<file path="src/rtl/fft_pkg.sv">
// fft_pkg: constants and types shared by the 16-point radix-4 FFT datapath.
//   DW      sample width; [33:17] real, [16:0] imaginary, two's complement
//   N       samples per frame (fixed at 16)
//   LANES   samples carried by one parallel beat
//   LANE_W  width of one lane inside a packed beat
package fft_pkg;

    localparam int DW     = 34;
    localparam int N      = 16;
    localparam int LANES  = 4;
    localparam int LANE_W = DW;

    // Address widths: sample index within a frame, and beat index within a frame.
    localparam int AW = $clog2(N);
    localparam int BW = $clog2(N / LANES);

    typedef struct packed {
        logic signed [16:0] re;
        logic signed [16:0] im;
    } cplx_t;

    // One parallel beat, lane j at [LANE_W*j +: LANE_W].
    typedef logic [LANES*LANE_W-1:0] beat_t;

endpackage

</file>
<file path="src/rtl/s_p_buf_if.sv">
// s_p_buf_if: serial-in / parallel-out stream bundle of the input buffer.
//   data_in, in_valid, in_ready       serial sample stream (one sample per beat)
//   data_out, out_valid, out_ready    parallel beat stream (LANES samples per beat)
//   frame_start                       marks beat 0 of each output frame
// master: the environment around the buffer; slave: the buffer itself.
interface s_p_buf_if;
    import fft_pkg::*;

    cplx_t data_in;
    logic  in_valid;
    logic  in_ready;
    beat_t data_out;
    logic  out_valid;
    logic  out_ready;
    logic  frame_start;

    modport master (
        output data_in, in_valid, out_ready,
        input  in_ready, data_out, out_valid, frame_start
    );

    modport slave (
        input  data_in, in_valid, out_ready,
        output in_ready, data_out, out_valid, frame_start
    );

endinterface

</file>
<file path="src/rtl/s_p_bank.sv">
// s_p_bank: one 16-sample frame store.
//   clk      clock, rising edge
//   we_i     write strobe
//   waddr_i  sample index to write (0..15)
//   wdata_i  sample to write
//   beat_i   beat index to read (0..3)
//   rdata_o  lane j = sample beat_i + 4*j (combinational read)
module s_p_bank
    import fft_pkg::*;
(
    input  logic          clk,
    input  logic          we_i,
    input  logic [AW-1:0] waddr_i,
    input  cplx_t         wdata_i,
    input  logic [BW-1:0] beat_i,
    output beat_t         rdata_o
);

    cplx_t mem_q [N];

    // NOTE: the storage has no reset; a bank is only read after a full frame
    // has been written into it, so stale contents are never observed.
    // NOTE: non-blocking assignment so every register samples pre-edge values.
    always_ff @(posedge clk) begin
        if (we_i) begin
            mem_q[waddr_i] <= wdata_i;
        end
    end

    // Sample index beat + 4*lane is simply {lane, beat}.
    for (genvar g = 0; g < LANES; g++) begin : g_lane
        localparam logic [AW-BW-1:0] LANE_SEL = (AW-BW)'(g);
        assign rdata_o[g*LANE_W +: LANE_W] = mem_q[{LANE_SEL, beat_i}];
    end

endmodule

</file>
<file path="src/rtl/s_p_buf.sv">
// s_p_buf: ping-pong serial-to-parallel input buffer for the 16-point FFT.
// Collects 16 serial samples into one bank while the other bank drains as
// four parallel beats, beat k carrying samples k, k+4, k+8, k+12.
//   clk   clock, rising edge
//   rst   asynchronous active-high reset
//   bus   s_p_buf_if.slave: data_in/in_valid/in_ready serial side,
//         data_out/out_valid/out_ready/frame_start parallel side
module s_p_buf
    import fft_pkg::*;
(
    input  logic       clk,
    input  logic       rst,
    s_p_buf_if.slave   bus
);

    logic [1:0]    full_q,    full_d;
    logic          wr_bank_q, wr_bank_d;
    logic [AW-1:0] wr_cnt_q,  wr_cnt_d;
    logic          rd_bank_q, rd_bank_d;
    logic [BW-1:0] rd_beat_q, rd_beat_d;

    logic  in_ready;
    logic  out_valid;
    logic  wr_fire;
    logic  rd_fire;
    beat_t rdata0;
    beat_t rdata1;

    // Handshake flags decode registered state only; no path from in_valid/out_ready.
    assign in_ready  = !full_q[wr_bank_q];
    assign out_valid = full_q[rd_bank_q];
    assign wr_fire   = bus.in_valid && in_ready;
    assign rd_fire   = out_valid && bus.out_ready;

    s_p_bank u_bank0 (
        .clk     (clk),
        .we_i    (wr_fire && !wr_bank_q),
        .waddr_i (wr_cnt_q),
        .wdata_i (bus.data_in),
        .beat_i  (rd_beat_q),
        .rdata_o (rdata0)
    );

    s_p_bank u_bank1 (
        .clk     (clk),
        .we_i    (wr_fire && wr_bank_q),
        .waddr_i (wr_cnt_q),
        .wdata_i (bus.data_in),
        .beat_i  (rd_beat_q),
        .rdata_o (rdata1)
    );

    assign bus.in_ready    = in_ready;
    assign bus.out_valid   = out_valid;
    assign bus.frame_start = out_valid && (rd_beat_q == '0);
    assign bus.data_out    = !out_valid ? '0 : (rd_bank_q ? rdata1 : rdata0);

    always_comb begin
        // NOTE: every next-state value gets its hold default first so no path
        // through this block leaves a variable unassigned (no latches).
        full_d    = full_q;
        wr_bank_d = wr_bank_q;
        wr_cnt_d  = wr_cnt_q;
        rd_bank_d = rd_bank_q;
        rd_beat_d = rd_beat_q;

        if (wr_fire) begin
            wr_cnt_d = wr_cnt_q + 1'b1;  // wraps 15 -> 0
            if (wr_cnt_q == AW'(N - 1)) begin
                full_d[wr_bank_q] = 1'b1;
                wr_bank_d         = !wr_bank_q;
            end
        end

        // A completing write targets an empty bank and a completing read a
        // full one, so these two updates never touch the same bit.
        if (rd_fire) begin
            rd_beat_d = rd_beat_q + 1'b1;  // wraps 3 -> 0
            if (rd_beat_q == BW'(N / LANES - 1)) begin
                full_d[rd_bank_q] = 1'b0;
                rd_bank_d         = !rd_bank_q;
            end
        end
    end

    always_ff @(posedge clk or posedge rst) begin
        if (rst) begin
            full_q    <= 2'b00;
            wr_bank_q <= 1'b0;
            wr_cnt_q  <= '0;
            rd_bank_q <= 1'b0;
            rd_beat_q <= '0;
        end else begin
            full_q    <= full_d;
            wr_bank_q <= wr_bank_d;
            wr_cnt_q  <= wr_cnt_d;
            rd_bank_q <= rd_bank_d;
            rd_beat_q <= rd_beat_d;
        end
    end

endmodule

</file>
<file path="src/flat_wrapper.sv">
// flat-port wrapper written by rule: the top's interface ports become plain ports
module s_p_buf_flat import fft_pkg::*;
  (clk, rst, bus_data_in, bus_in_valid, bus_out_ready, bus_in_ready, bus_data_out, bus_out_valid, bus_frame_start);
  s_p_buf_if bus_i ();
  input  logic clk;
  input  logic rst;
  input wire logic [$bits(bus_i.data_in)-1:0] bus_data_in;
  input wire logic [$bits(bus_i.in_valid)-1:0] bus_in_valid;
  input wire logic [$bits(bus_i.out_ready)-1:0] bus_out_ready;
  output wire logic [$bits(bus_i.in_ready)-1:0] bus_in_ready;
  output wire logic [$bits(bus_i.data_out)-1:0] bus_data_out;
  output wire logic [$bits(bus_i.out_valid)-1:0] bus_out_valid;
  output wire logic [$bits(bus_i.frame_start)-1:0] bus_frame_start;
  assign bus_i.data_in = bus_data_in;
  assign bus_i.in_valid = bus_in_valid;
  assign bus_i.out_ready = bus_out_ready;
  assign bus_in_ready = bus_i.in_ready;
  assign bus_data_out = bus_i.data_out;
  assign bus_out_valid = bus_i.out_valid;
  assign bus_frame_start = bus_i.frame_start;
  s_p_buf u_core (.clk(clk), .rst(rst), .bus(bus_i));
endmodule
</file>
<file path="config.mk">
export PLATFORM = sky130hd
export DESIGN_NAME = s_p_buf_flat
export DESIGN_NICKNAME = d
export VERILOG_FILES = /design/src/rtl/fft_pkg.sv /design/src/rtl/s_p_buf_if.sv /design/src/rtl/s_p_bank.sv /design/src/rtl/s_p_buf.sv /design/src/flat_wrapper.sv
export SDC_FILE = /design/constraint.sdc
export NUM_CORES = 1
export LEC_CHECK = 0
export ABC_AREA = 0
export CAP_MARGIN = 25
export CORE_ASPECT_RATIO = 1.1
export CORE_MARGIN = 4
export CORE_UTILIZATION = 24
export CTS_BUF_LIST = sky130_fd_sc_hd__clkbuf_8
export CTS_CLUSTER_SIZE = 10
export DETAILED_ROUTE_END_ITERATION = 8
export HOLD_SLACK_MARGIN = 0.15
export SLEW_MARGIN = 0
export SYNTH_ARGS = -nofsm -noshare
export SYNTH_HDL_FRONTEND = slang
export SYNTH_HIERARCHICAL = 1
export SYNTH_SLANG_ARGS = --single-unit
</file>
<file path="constraint.sdc">
create_clock -name clk -period 12 [get_ports clk]
set_input_delay 3.6 -clock clk [delete_from_list [all_inputs] [get_ports clk]]
set_output_delay 3.6 -clock clk [all_outputs]
set_load 0.01 [all_outputs]
</file>
==> impl.org <==
** Run status
- Status :: finished clean

** Setup path
- Critical path class :: reg2out
- The largest single stage delay on the critical path is 0.96 ns.
- WP data arrival :: 4.62 ns
- In this run the critical register-to-register path is launched from u_core/rd_bank_q.
- Cell with the largest stage delay on the worst path :: sky130_fd_sc_hd__dfrtp_4
- Stages on the worst setup path :: 5
- Ordered cell list for the critical path :: buf_4, buf_4, mux2i_1, nor2_1, clkdlybuf4s50_1
- Crit start category :: register
- Crit path capture type :: primary output
- The endpoint identified for the worst register-to-register timing path is u_core/rd_beat_q[1].
- Along the worst path, the maximum fanout reaches 39.
- Required time worst endpoint :: 8.40 ns
- Across all register-to-register paths, the minimum setup slack is 9.18 ns.
- The number of cells on the worst reg-to-reg path is 5.
- In this design, the critical path's most frequently occurring cell is sky130_fd_sc_hd__buf_4.
- Buffer and inverter count on the worst path :: 3
- Worst path top cell family by delay :: buffers and inverters

** Clock network
- Once the clock tree was built, the setup fixing pass inserted 0 buffers.
- The number of hold buffers added after CTS was 0.
- After clock tree synthesis, the clock-pin slew on the worst setup and hold paths is 0.07 ns.
- The tree is rooted in a sky130_fd_sc_hd__clkbuf_8.
- Counting the buffers created by CTS gives 159.
- TritonCTS built the clock tree.
- In this run the deepest clock path goes through 3 buffers.
- CTS saw 1098 sinks.
- Clock latency on the worst-skew pair, taken at its later pin, is 0.83 ns.
- The H-tree generated during clock tree synthesis spans 4 levels.
- Post-cts repair resize count :: 0

** Place
- After legalization and detailed placement, the total HPWL measured about 60 mm.
- IO buf count :: roughly 180
- Last weighted congestion value of the routability-driven placer :: about 0.7

** Timing
- Setup violations remaining at the end of the flow were counted as 0.
- Setup repair after global routing missed its margin :: false
- For the pin with the worst max-slew slack, the measured transition is 1.034 ns.
- Setup TNS :: 0 ns
- The number of pins with negative max-slew slack in the final report was 0.
- The worst path in the final design needs a cycle of 8.224 ns, including I/O delays and setup.
- Headroom to the max-slew limit came out at 0.3109.
- Based on the critical path, the design can be clocked at up to 121.6 MHz.
- Final count of hold timing violations :: 0
- Clock skew on the completed layout was measured at 0.02510 ns.
- In the finished design, the share of the clock period the worst path needs comes to 0.6853.

** Routing
- In the final routed layout, each cell accounts on average for roughly 24 um.
- Avg Vias per Cell :: 4.295
- Drc violations :: 0
- After the first detailed-routing iteration, the DRC count stood at 1662.
- Detailed-route wire length :: 109.3 mm
- DRT antenna net count :: 0
- The first detailed-routing pass ran for 5 iterations.
- Across all layers, the routed design uses just under 20000 vias.

** Min path
- Hold Crit Start :: u_core/wr_bank_q
- Worst-case hold path end point :: u_core/wr_bank_q
- HP Class :: reg2reg
- Hold Path Cell Cnt :: 1

** Layout
- Register area :: 32930 um^2
- From synthesis to final layout, the design area changed by 17.96%.
- Multi-input gate area :: 8680 um^2
- Post-layout utilization of the core :: 0.2853
- For this run, the post-layout net count is 2156.
- Fill cell count :: 17006
- In the final layout, the share of cells above drive strength 1 is 0.2598.

** Global routing
- Wire length of the first global-routing pass :: 154.4 mm
- Antenna violations before repair :: 18
- GRT Util Overall :: 0.1202
- Number of global-route vias before repair :: 20551
- GRT Residual Overflow :: 0
- Entering global routing, the biggest net connects 150 pins.

** Logic synthesis
- For this run, the number of Yosys warnings is 6.
- Leading cell type by number of instances after synthesis :: sky130_fd_sc_hd__edfxtp_1
- By count the netlist is led by sky130_fd_sc_hd__edfxtp_1, sky130_fd_sc_hd__mux4_2, sky130_fd_sc_hd__nor2_1, sky130_fd_sc_hd__mux2i_1, sky130_fd_sc_hd__buf_2.
- Most used flip-flop cell after synthesis :: sky130_fd_sc_hd__edfxtp_1
- Average size of a mapped cell :: ~23 um^2
- Yosys attributes the largest share of cell area to sky130_fd_sc_hd__edfxtp_1, sky130_fd_sc_hd__mux4_2, sky130_fd_sc_hd__mux2i_1.
- Number of instances in the synthesized netlist :: approximately 1800
- The cell area that synthesis handed to floorplanning was ~42000 um^2.
- Seq/Total Area, Yosys :: 0.7852
- In this run, synthesis produced a sequential element count of 1098.
- Total nets after synthesis :: 1855
- In this run, distinct cell masters in the synthesized netlist total 28.
- Library cell occupying the most area in the post-synthesis netlist :: sky130_fd_sc_hd__edfxtp_1
- The synthesized design contains 1088 enable-type register cells.
- Of all flip-flops after synthesis, the portion carrying an async set or reset was 0.009107.
- Of the post-synthesis cell area, the dominant cell type holds 0.7793.

** Pwr
- Dividing total power by cell area gives a power density of 216.3 nW/um^2.
- Leakage power of the design :: between 15 and 20 nW
- Max VDD drop :: 0.0002109 V

** Job
- Number of max-cap violations :: 0

** Floorplanning
- Die height :: 446.4 um
- Starting density of the core :: 0.2418
- Std-Cell Rows :: 160
- Total Die Area :: between 150000 and 200000 um^2
- During I/O placement, the number of pins put on the boundary was approximately 180.
- The floorplan step set the die width to 406.5 um.
- Core Footprint :: approximately 170000 um^2
## area by class of cell
type                    instances  area share
inverters                       4   0.0003036
repair buffers                231     0.04271
well taps                    2268     0.05738
multi-input cells             621      0.1755
clock buffers                 163     0.04536
flip-flops and latches       1098      0.6659
clock inverters               112     0.01169
diodes                         22    0.001113
## sequential cells by signal (all words and copies together), names as in the netlist
| signal | count |
|---|---|
| u_core/u_bank0/mem_q | 544 |
| u_core/rd_bank_q | 1 |
| u_core/wr_cnt_q | 4 |
| u_core/full_q | 2 |
| u_core/rd_beat_q | 2 |
| u_core/wr_bank_q | 1 |
| u_core/u_bank1/mem_q | 544 |
## worst register-to-register path, cell delays in order, from the launching register on
cell,delay [ns]
sky130_fd_sc_hd__dfrtp_4,0.96
sky130_fd_sc_hd__mux2i_4,0.36
sky130_fd_sc_hd__buf_4,0.55
sky130_fd_sc_hd__inv_1,0.30
sky130_fd_sc_hd__nand2_1,0.20
sky130_fd_sc_hd__mux2_2,0.34
## worst max-delay path by stage
stage	end	slack, ns	startpoint
after global placement	bus_data_out[1]	4.49	u_core/rd_bank_q
after CTS	bus_data_out[1]	3.53	u_core/rd_bank_q
after floorplan	u_core/u_bank0/mem_q[0][0]	4.77	bus_in_valid
after detailed placement	bus_data_out[1]	4.51	u_core/rd_bank_q
after global routing	bus_data_out[1]	3.51	u_core/rd_bank_q
final	bus_data_out[1]	3.78	u_core/rd_bank_q
## per-stage QoR
| stage | power [mW] | setup slack (ns) | hold slack, ns | std cells | cell area (um^2) |
|---|---|---|---|---|---|
| global route | 11.26 | 3.514 | 0.6559 | 4500 | 49410 |
| finish | 10.70 | 3.776 | 0.6157 | 4519 | 49450 |
| floorplan | 6.710 | 4.767 | 0.5140 | 1814 | 41930 |
| global placement | 8.178 | 4.491 | 0.5755 | 4221 | 46550 |
| CTS | 10.92 | 3.530 | 0.6148 | 4496 | 49370 |
| detailed placement | 8.178 | 4.512 | 0.5927 | 4221 | 46550 |
## per-layer routing
metal  GRT usage  routed length (um)  part of all wire
met1      0.1694               49920              0.46
met2      0.1870               50870              0.47
met3     0.02877                6607             0.060
met4     0.02960                1860             0.017
met5           0                  41           0.00038
## cells in the final DEF, fill, tap and decap left out, types with 6 or more instances in the layout
cell type                            n
sky130_fd_sc_hd__edfxtp_1         1088
sky130_fd_sc_hd__mux4_2            272
sky130_fd_sc_hd__clkbuf_8          163
sky130_fd_sc_hd__clkdlybuf4s50_1   152
sky130_fd_sc_hd__nor2_1            138
sky130_fd_sc_hd__mux2i_1           137
sky130_fd_sc_hd__inv_1              58
sky130_fd_sc_hd__buf_4              51
sky130_fd_sc_hd__clkinv_1           33
sky130_fd_sc_hd__buf_2              24
sky130_fd_sc_hd__nor2_4             24
sky130_fd_sc_hd__diode_2            22
sky130_fd_sc_hd__clkinv_2           11
sky130_fd_sc_hd__nor3_2              8
sky130_fd_sc_hd__nand3_1             7
sky130_fd_sc_hd__dfrtp_1             7
sky130_fd_sc_hd__clkinvlp_4          6
## power by group
group          switching [mW]  internal (mW)  total [mW]
registers               0.191           4.42        4.61
logic                    1.81           1.56        3.38
clock network            1.38           1.32        2.71
total                    3.39           7.31        10.7
## cell families after synthesis
logic type / after synthesis / synth area share
DFF: 1098 / 0.7852
muxes: 412 / 0.1796
and+or+nand+nor: 197 / 0.01931
buffers and inverters: 95 / 0.01328
AOI/OAI and AO/OA: 5 / 0.0008358
xor gates and xnor gates: 4 / 0.0008355
adders and majority gates: 3 / 0.0008954
Note: power is estimated with default switching activity, not from simulation.
